`src/rtl/uart_frame_decoder.sv`:
```
// Frame decoder behind a UART receiver: SYNC, LEN, payload, XOR checksum.
// Verified payloads are replayed as a valid/ready byte stream.
module uart_frame_decoder #(
    parameter int         CLOCK_FREQ     = 50000000,
    parameter int         BAUD_RATE      = 9600,
    parameter logic [7:0] SYNC_BYTE      = 8'hA5,
    parameter int         MAX_LEN        = 16,
    parameter int         TIMEOUT_CYCLES = (CLOCK_FREQ / BAUD_RATE) * 20
) (
    input  logic       clk,
    input  logic       reset,
    input  logic [7:0] rx_data,
    input  logic       rx_ready,
    output logic [7:0] out_data,
    output logic       out_valid,
    input  logic       out_ready,
    output logic       out_last,
    output logic       frame_err,
    output logic [1:0] err_code
);
    localparam int IW = $clog2(MAX_LEN + 1);
    localparam int AW = (MAX_LEN > 1) ? $clog2(MAX_LEN) : 1;
    localparam int CW = $clog2(TIMEOUT_CYCLES + 1);
    localparam logic [7:0] MAXB = 8'(MAX_LEN);
    localparam logic [1:0] E_BAD_LEN = 2'd0;
    localparam logic [1:0] E_BAD_CHK = 2'd1;
    localparam logic [1:0] E_TIMEOUT = 2'd2;
    localparam logic [1:0] E_OVERRUN = 2'd3;

    typedef enum logic [2:0] {
        S_HUNT, S_LEN, S_PAYLOAD, S_CHECK, S_DRAIN
    } state_t;

    state_t        state_q, state_d;
    logic [7:0]    len_q, len_d;
    logic [7:0]    chk_q, chk_d;
    logic [IW-1:0] idx_q, idx_d;
    logic [IW-1:0] rd_q, rd_d;
    logic [CW-1:0] tmo_q, tmo_d;
    logic [7:0]    dat_q, dat_d;
    logic          vld_q, vld_d;
    logic          last_q, last_d;
    logic          err_q, err_d;
    logic [1:0]    code_q, code_d;
    logic [7:0]    mem_q [MAX_LEN];
    logic          wr_en;
    logic          xfer;
    logic          tmo_hit;
    logic [IW-1:0] rd_nxt;

    always_comb begin
        state_d = state_q;
        len_d   = len_q;
        chk_d   = chk_q;
        idx_d   = idx_q;
        rd_d    = rd_q;
        tmo_d   = '0;
        dat_d   = dat_q;
        vld_d   = vld_q;
        last_d  = last_q;
        err_d   = 1'b0;
        code_d  = code_q;
        wr_en   = 1'b0;
        tmo_hit = 1'b0;
        xfer    = vld_q & out_ready;
        rd_nxt  = rd_q + IW'(1);

        // idle time only counts while a frame is partially received
        if (state_q inside {S_LEN, S_PAYLOAD, S_CHECK} && !rx_ready) begin
            tmo_d   = tmo_q + CW'(1);
            tmo_hit = (tmo_d == CW'(TIMEOUT_CYCLES));
        end

        unique case (state_q)
            S_HUNT: begin
                if (rx_ready && rx_data == SYNC_BYTE) state_d = S_LEN;
            end
            S_LEN: begin
                if (rx_ready) begin
                    if (rx_data == 8'd0 || rx_data > MAXB) begin
                        err_d   = 1'b1;
                        code_d  = E_BAD_LEN;
                        state_d = S_HUNT;
                    end else begin
                        len_d   = rx_data;
                        chk_d   = rx_data;
                        idx_d   = '0;
                        state_d = S_PAYLOAD;
                    end
                end
            end
            S_PAYLOAD: begin
                if (rx_ready) begin
                    wr_en = 1'b1;
                    chk_d = chk_q ^ rx_data;
                    idx_d = idx_q + IW'(1);
                    if (8'(idx_q) == len_q - 8'd1) state_d = S_CHECK;
                end
            end
            S_CHECK: begin
                if (rx_ready) begin
                    if (rx_data == chk_q) begin
                        state_d = S_DRAIN;
                        rd_d    = '0;
                        vld_d   = 1'b1;
                        dat_d   = mem_q[0];
                        last_d  = (len_q == 8'd1);
                    end else begin
                        err_d   = 1'b1;
                        code_d  = E_BAD_CHK;
                        state_d = S_HUNT;
                    end
                end
            end
            S_DRAIN: begin
                if (rx_ready) begin
                    err_d  = 1'b1;
                    code_d = E_OVERRUN;
                end
                if (xfer) begin
                    if (last_q) begin
                        vld_d   = 1'b0;
                        last_d  = 1'b0;
                        rd_d    = '0;
                        state_d = S_HUNT;
                    end else begin
                        rd_d   = rd_nxt;
                        dat_d  = mem_q[AW'(rd_nxt)];
                        last_d = (8'(rd_nxt) == len_q - 8'd1);
                    end
                end
            end
            default: state_d = S_HUNT;
        endcase

        if (tmo_hit) begin
            err_d   = 1'b1;
            code_d  = E_TIMEOUT;
            state_d = S_HUNT;
            tmo_d   = '0;
        end
    end

    always_ff @(posedge clk) begin
        if (reset) begin
            state_q <= S_HUNT;
            len_q   <= '0;
            chk_q   <= '0;
            idx_q   <= '0;
            rd_q    <= '0;
            tmo_q   <= '0;
            dat_q   <= '0;
            vld_q   <= 1'b0;
            last_q  <= 1'b0;
            err_q   <= 1'b0;
            code_q  <= '0;
        end else begin
            state_q <= state_d;
            len_q   <= len_d;
            chk_q   <= chk_d;
            idx_q   <= idx_d;
            rd_q    <= rd_d;
            tmo_q   <= tmo_d;
            dat_q   <= dat_d;
            vld_q   <= vld_d;
            last_q  <= last_d;
            err_q   <= err_d;
            code_q  <= code_d;
        end
    end

    always_ff @(posedge clk) begin
        if (wr_en) mem_q[AW'(idx_q)] <= rx_data;
    end

    assign out_data  = dat_q;
    assign out_valid = vld_q;
    assign out_last  = last_q;
    assign frame_err = err_q;
    assign err_code  = code_q;

endmodule

```
`config.mk`:
```
export PLATFORM = sky130hd
export DESIGN_NAME = uart_frame_decoder
export DESIGN_NICKNAME = d
export VERILOG_FILES = /design/src/rtl/uart_frame_decoder.sv
export SDC_FILE = /design/constraint.sdc
export NUM_CORES = 1
export LEC_CHECK = 0
export CAP_MARGIN = 15
export CORE_AREA = 2 2 156 158
export DETAILED_ROUTE_END_ITERATION = 16
export DIE_AREA = 0 0 158 160
export GPL_TIMING_DRIVEN = 0
export PLACE_DENSITY_LB_ADDON = 0.05
export SYNTH_ARGS = -nofsm -noshare
export SYNTH_HDL_FRONTEND = slang
export SYNTH_SLANG_ARGS = --single-unit
```
`constraint.sdc`:
```
create_clock -name clk -period 3.4 [get_ports clk]
set_input_delay 1.02 -clock clk [delete_from_list [all_inputs] [get_ports clk]]
set_output_delay 1.02 -clock clk [all_outputs]
set_load 0.02 [all_outputs]
```
==> results.json, run 1 <==
{
  "clock_skew_ns": 0.0190,
  "die-height_um": 160,
  "end_kind": "flip-flop",
  "hold_path_class": "reg -> reg",
  "ys_types": 57,
  "place_congestion": 0.770,
  "synth_edf_count": 128,
  "clockBufferDepth": 2,
  "synthCells": 610,
  "vias_per_cell": 5.17,
  "syn_to_final_growth_pct": 16.1,
  "drtIter0Drc": 302,
  "cts.clk_slew.worst_paths_ns": 0.07,
  "slew_viol_final": 0,
  "syn_avg_cell_area_sq_um": 13.4,
  "finalCritPeriodShare_pct": 93.1,
  "cts.sinks": 187,
  "async_flop_share_pct": 0,
  "finalSetupViolCount": 0,
  "layout_common_cells": "edfxtp_1 (128), nand2_1 (60), dfxtp_1 (59)",
  "ctsRootBufferMaster": "clkbuf_16",
  "grt_pass1_vias": 5129,
  "p_leak_nw": 3.00,
  "crit_path_cell_trace": "clkdlybuf4s15_2 > clkbuf_1 > xnor2_1 > nand2_1 > nor4_2 > o21a_1 > clkbuf_2 > o21ai_0 > a31oi_1",
  "power_per_cell_area_nw_per_um2": 484,
  "dieArea_sq_um": 25300,
  "ys.flop_type": "edfxtp_1",
  "portBuffers": 23,
  "drive_gt1_share_pct": 16.1,
  "postCtsSetupBuffers": 0,
  "min_period_ns": 3.16,
  "worstPathMaxFanout": 17,
  "grt_pass1_wl_um": 31300,
  "slowest_delay_ns": 0.46,
  "multi_input_area_sq_um": 3000,
  "grt_max_degree": 23,
  "nFillCells": 2289,
  "ctsHtreeMaxLevel": 4,
  "synth_nets": 631,
  "placed_cells": 962,
  "initial_core_util_pct": 34.3,
  "mostFrequentLayoutCell": "edfxtp_1",
  "vias": 5143,
  "ioPinCount": 25,
  "ant_nets": 0,
  "worstSetupPathType": "in -> reg",
  "ctsResizeCount": 21,
  "drc": 0,
  "grt_use_total_pct": 16.9,
  "tightest_slew_ns": 0.945,
  "post-route-util_pct": 39.9,
  "die_w_um": 158,
  "antenna_found_initial": 0,
  "insertion_delay_ns": 0.44,
  "status": "finished clean",
  "rows": 57,
  "rsz0062_at_grt": "false",
  "vdd_ir_drop_max_v": 0.000338,
  "relSlewSlack_pct": 36.8,
  "drt_pass1_iterations": 4,
  "wire_per_inst_um": 20.2,
  "synth_seq_area_share_pct": 61.5,
  "cp_top_family": "buffers and inverters",
  "antenna_cells": 0,
  "max-cap-violations": 0,
  "seq_area_sq_um": 5020,
  "arrival_ns": 3.52,
  "layout.nets": 679,
  "slowest_stage": "clkdlybuf4s15_2",
  "dp.final_hpwl_um": 13900,
  "fmax_mhz": 316,
  "routed_wl_um": 20100,
  "hold_buffers": 0,
  "cp.buffers_inverters": 3,
  "cts_buffers": 17,
  "overflow": 0,
  "final_hold_viol_count": 0,
  "core_area_sq_um": 23800,
  "instances_no_fill": 995,
  "ys_warn_count": 0,
  "crit_required_ns": 3.75,
  "syn_area_sq_um": 8180,
  "start_kind": "input port",
  "ys_ff_latch": 187,
  "cts_tree": "done"
}
synth_stat cells, types with 2 or more instances:
cell	n	area share [%]
nor2_1	42	1.9
or3_1	2	0.15
ha_1	9	1.4
and3_1	9	0.69
nand4b_1	2	0.21
buf_4	2	0.18
and4_1	2	0.21
a32oi_1	2	0.21
o21ai_0	23	1.4
nor3_1	25	1.5
a41oi_1	2	0.21
clkbuf_1	17	0.78
buf_2	5	0.31
edfxtp_1	128	47
nand2b_1	5	0.38
nor4_1	10	0.77
or2_2	3	0.23
nand3_1	14	0.86
nor2b_1	2	0.15
and2_1	6	0.46
o211ai_1	9	0.83
or4_4	2	0.28
mux2i_1	2	0.24
inv_1	11	0.51
nand4_1	5	0.38
nand2_1	60	2.8
xor2_1	16	1.7
xnor2_1	27	2.9
mux4_2	40	11
a21oi_1	30	1.8
buf_1	4	0.18
nor4b_1	2	0.21
a31oi_1	10	0.77
dfxtp_1	59	14
tightest hold or removal path: stages, from the launching register on:
cell	delay, ns
dfxtp_1	0.32
inv_1	0.05
a211oi_1	0.05
cell families after synthesis:
family          synth area share [%]
buf+inv                         2.02
fa+ha+maj                       1.38
compound gates                  6.83
mux                             11.3
flops                           61.5
xor+xnor                        4.61
simple gates                    12.4
area by class of cell:
cell class,instances,share of cell area [%]
inverters,11,0.435
clock inverters,15,2.06
flip-flops and latches,187,52.9
multi-input cells,383,31.6
well taps,324,4.27
repair buffers,29,2.91
clock buffers,17,4.48
plain buffers,29,1.32
registers in the layout (all words and copies together), names as in the netlist, 2 cells and up:
register,flops
len_q,8
chk_q,8
out_data,8
idx_q,5
mem_q,128
tmo_q,17
err_code,2
rd_q,5
state_q,3
where the power goes:
| group | switching, mW | internal [mW] | total [mW] |
|---|---|---|---|
| Sequential | 0.0000687 | 2.42 | 2.42 |
| Clock | 0.961 | 1.13 | 2.09 |
| Combinational | 0.0619 | 0.0170 | 0.0789 |
| Total | 1.02 | 3.57 | 4.60 |
through the flow:
step	TNS [ns]	total power [mW]	worst slack, ns	cell area, sq um	hold WS [ns]
2_1_floorplan	0	2.50	0.409	8180	0.449
3_3_place_gp	-24.72	2.56	-1.08	8810	0.448
3_5_place_dp	-24.02	2.56	-1.14	8860	0.453
4_1_cts	0	4.65	0.0122	9490	0.466
5_1_grt	0	4.74	0.0593	9490	0.476
6_report	0	4.60	0.235	9490	0.463
path summary, 6_finish.rpt:
path | slack, ns | to | cells after the start | startpoint
max | 0.24 | out_data[6]$_SDFFE_PP0P_ | 9 | rx_data[4]
min | 0.46 | err_code[0]$_SDFFE_PP0P_ | 2 | err_code[0]$_SDFFE_PP0P_
max reg2reg | 0.47 | out_data[2]$_SDFFE_PP0P_ | 7 | rd_q[1]$_SDFFE_PP0P_
min reg2reg | 0.46 | err_code[0]$_SDFFE_PP0P_ | 2 | err_code[0]$_SDFFE_PP0P_
metal layers:
metal,track usage [%],wire [um],up-vias
met2,26.6,9610,77
met1,24.5,9790,2642
met3,3.01,517,14
met4,3.64,189,0
li1,-,-,2410
met5,0,0,-
(Power assumes the default switching activity.)
==> run 2, diff against run 1 <==
--- a/config.mk
+++ b/config.mk
@@ -6,10 +6,11 @@
 export NUM_CORES = 1
 export LEC_CHECK = 0
 export CAP_MARGIN = 15
-export CORE_AREA = 2 2 156 158
+export CORE_AREA = 2 2 186 133
 export DETAILED_ROUTE_END_ITERATION = 16
-export DIE_AREA = 0 0 158 160
+export DIE_AREA = 0 0 188 135
 export GPL_TIMING_DRIVEN = 0
+export HOLD_SLACK_MARGIN = 0.08
 export PLACE_DENSITY_LB_ADDON = 0.05
 export SYNTH_ARGS = -nofsm -noshare
 export SYNTH_HDL_FRONTEND = slang
==> run 2 against run 1 <==
Against the previous run: global-route usage is 0.23 points higher; critical endpoint is now out_data[5]$_SDFFE_PP0P_; critical path type unchanged; wire length is 3.4% higher; highest routed layer unchanged; hold slack lost 0.0065 ns.
==> results.json, run 2 (synthesis results as in run 1) <==
{
  "cp_top_family": "buffers and inverters",
  "ctsRootBufferMaster": "clkbuf_16",
  "r2r-end": "tmo_q[11]$_SDFF_PP0_",
  "grt_pass1_vias": 5164,
  "grt_max_degree": 23,
  "relSlewSlack_pct": 18.4,
  "vias": 5152,
  "largest_reg_flops": 128,
  "initial_core_util_pct": 34.8,
  "p_total_mw": 4.47,
  "grt_pass1_wl_um": 31600,
  "crit_required_ns": 3.76,
  "slowest_delay_ns": 0.45,
  "crit_path_cell_trace": "clkdlybuf4s15_2 > clkbuf_1 > xnor2_1 > nand2_1 > nor4_4 > o21a_1 > clkbuf_1 > o21ai_0 > a31oi_1",
  "die_w_um": 188,
  "place_congestion": 0.757,
  "nFillCells": 2213,
  "worstSetupPathType": "in -> reg",
  "pre_cts_ws_ns": -1.06,
  "min_period_ns": 3.19,
  "top_regs": "mem_q x128, tmo_q x17",
  "fmax_mhz": 314,
  "die-height_um": 135,
  "mostFrequentLayoutCell": "edfxtp_1",
  "worstPathMaxFanout": 17,
  "crit_top_cell": "clkbuf_1",
  "drtIter0Drc": 444,
  "vdd_ir_drop_max_v": 0.000343,
  "p_leak_nw": 2.96,
  "reg2reg_from": "tmo_q[0]$_SDFF_PP0_",
  "core_area_sq_um": 23500,
  "setup.worst_path.end": "out_data[5]$_SDFFE_PP0P_",
  "layout_common_cells": "edfxtp_1 (128), nand2_1 (60), dfxtp_1 (59)",
  "drt_pass1_iterations": 5,
  "arrival_ns": 3.55,
  "power_per_cell_area_nw_per_um2": 475,
  "antenna_found_initial": 2,
  "slew_viol_final": 0,
  "cp_num_cells": 9,
  "rsz0062_at_grt": "false",
  "rr_worst_depth": 9,
  "antenna_cells": 0,
  "overflow": 0,
  "insertion_delay_ns": 0.43,
  "whs_ns": 0.457,
  "drc": 0,
  "end_kind": "flip-flop",
  "slowest_stage": "clkdlybuf4s15_2",
  "syn_to_final_growth_pct": 15.0,
  "grt_use_total_pct": 17.1,
  "start_kind": "input port",
  "place_area_sq_um": 8830,
  "finalCritPeriodShare_pct": 93.8,
  "wire_per_inst_um": 21.1,
  "finalInstanceArea_sq_um": 9400,
  "fin_tns_setup_ns": 0,
  "cts_tree": "done",
  "clockBufferDepth": 2,
  "drive_gt1_share_pct": 15.4,
  "vias_per_cell": 5.23,
  "dieArea_sq_um": 25400,
  "hold_buffers": 0,
  "tightest_slew_ns": 1.22,
  "cts_buffers": 17,
  "cts.clk_slew.worst_paths_ns": 0.07,
  "finalSetupViolCount": 0,
  "cts.sinks": 187,
  "rows": 47,
  "ctsHtreeMaxLevel": 4,
  "reg2reg_slack_ns": 0.39,
  "cp.buffers_inverters": 3,
  "ioPinCount": 25,
  "dp.final_hpwl_um": 14700,
  "layout.nets": 677,
  "max-cap-violations": 0,
  "final_hold_viol_count": 0,
  "clock_skew_ns": 0.00816,
  "portBuffers": 23,
  "hold_path_class": "reg -> reg",
  "ant_nets": 0,
  "critPathLaunch": "rx_data[4]",
  "finalWorstSetupSlack_ns": 0.210,
  "routed_wl_um": 20800,
  "largest_register": "mem_q",
  "status": "finished clean"
}
[run 2: cell count changes in the layout (fill, tap and decap cells not counted), sizes merged]
| cell | previous run | this run |
|---|---|---|
| buf | 16 | 15 |
| clkinvlp | 0 | 4 |
| clkdlybuf4s15 | 6 | 3 |
| clkinv | 4 | 5 |
| inv | 20 | 13 |
| clkbuf | 37 | 39 |
[run 2: tightest hold or removal path: stages, from the launching register on]
cell	delay, ns
dfxtp_1	0.31
inv_1	0.05
a211oi_1	0.05
[run 2: worst min path at each step]
stage / slack, ns / startpoint / endpoint / cells after the start
final: 0.46 / err_code[0]$_SDFFE_PP0P_ / err_code[0]$_SDFFE_PP0P_ / 2
after global routing: 0.48 / err_code[0]$_SDFFE_PP0P_ / err_code[0]$_SDFFE_PP0P_ / 2
after CTS: 0.46 / err_code[0]$_SDFFE_PP0P_ / err_code[0]$_SDFFE_PP0P_ / 2
after detailed placement: 0.45 / err_code[0]$_SDFFE_PP0P_ / err_code[0]$_SDFFE_PP0P_ / 2
after global placement: 0.45 / err_code[0]$_SDFFE_PP0P_ / err_code[0]$_SDFFE_PP0P_ / 2
after floorplan: 0.45 / rd_q[1]$_SDFFE_PP0P_ / rd_q[1]$_SDFFE_PP0P_ / 2
[run 2: through the flow]
| step | utilization (%) | std cells |
|---|---|---|
| final | 40.1 | 985 |
| after global routing | 40.1 | 985 |
| after CTS | 40.1 | 985 |
| after detailed placement | 37.6 | 955 |
| after global placement | 37.5 | 951 |
| after floorplan | - | 610 |
[run 2: what timing repair did]
action | in CTS | in global routing
setup endpoints to repair | 24 | 9
buffers inserted | 0 | 0
gates resized for setup | 15 | 9
[run 2: per-layer routing]
layer / wire (um) / vias up / part of all wire (%) / track usage (%)
met4: 148 / 0 / 0.71 / 3.63
met1: 10800 / 2619 / 52 / 26.0
met3: 990 / 11 / 4.8 / 3.72
met5: 0 / - / 0 / 0
met2: 8910 / 119 / 43 / 25.1
li1: - / 2403 / - / -
[run 2: report_power, final]
group / leakage [nW] / switching (mW) / internal, mW
logic: 1.07 / 0.0623 / 0.0157
clock network: 0.268 / 0.885 / 1.08
registers: 1.62 / 0.0000651 / 2.42
total: 2.96 / 0.947 / 3.52
[run 2: cell type report]
cell class,instances,area (sq um),share of cell area [%]
repair buffers,27,233,2.48
clock inverters,13,148,1.57
flip-flops and latches,187,5020,53.4
plain buffers,29,124,1.32
inverters,11,41.3,0.439
well taps,318,398,4.23
clock buffers,17,425,4.52
multi-input cells,383,3010,32.0
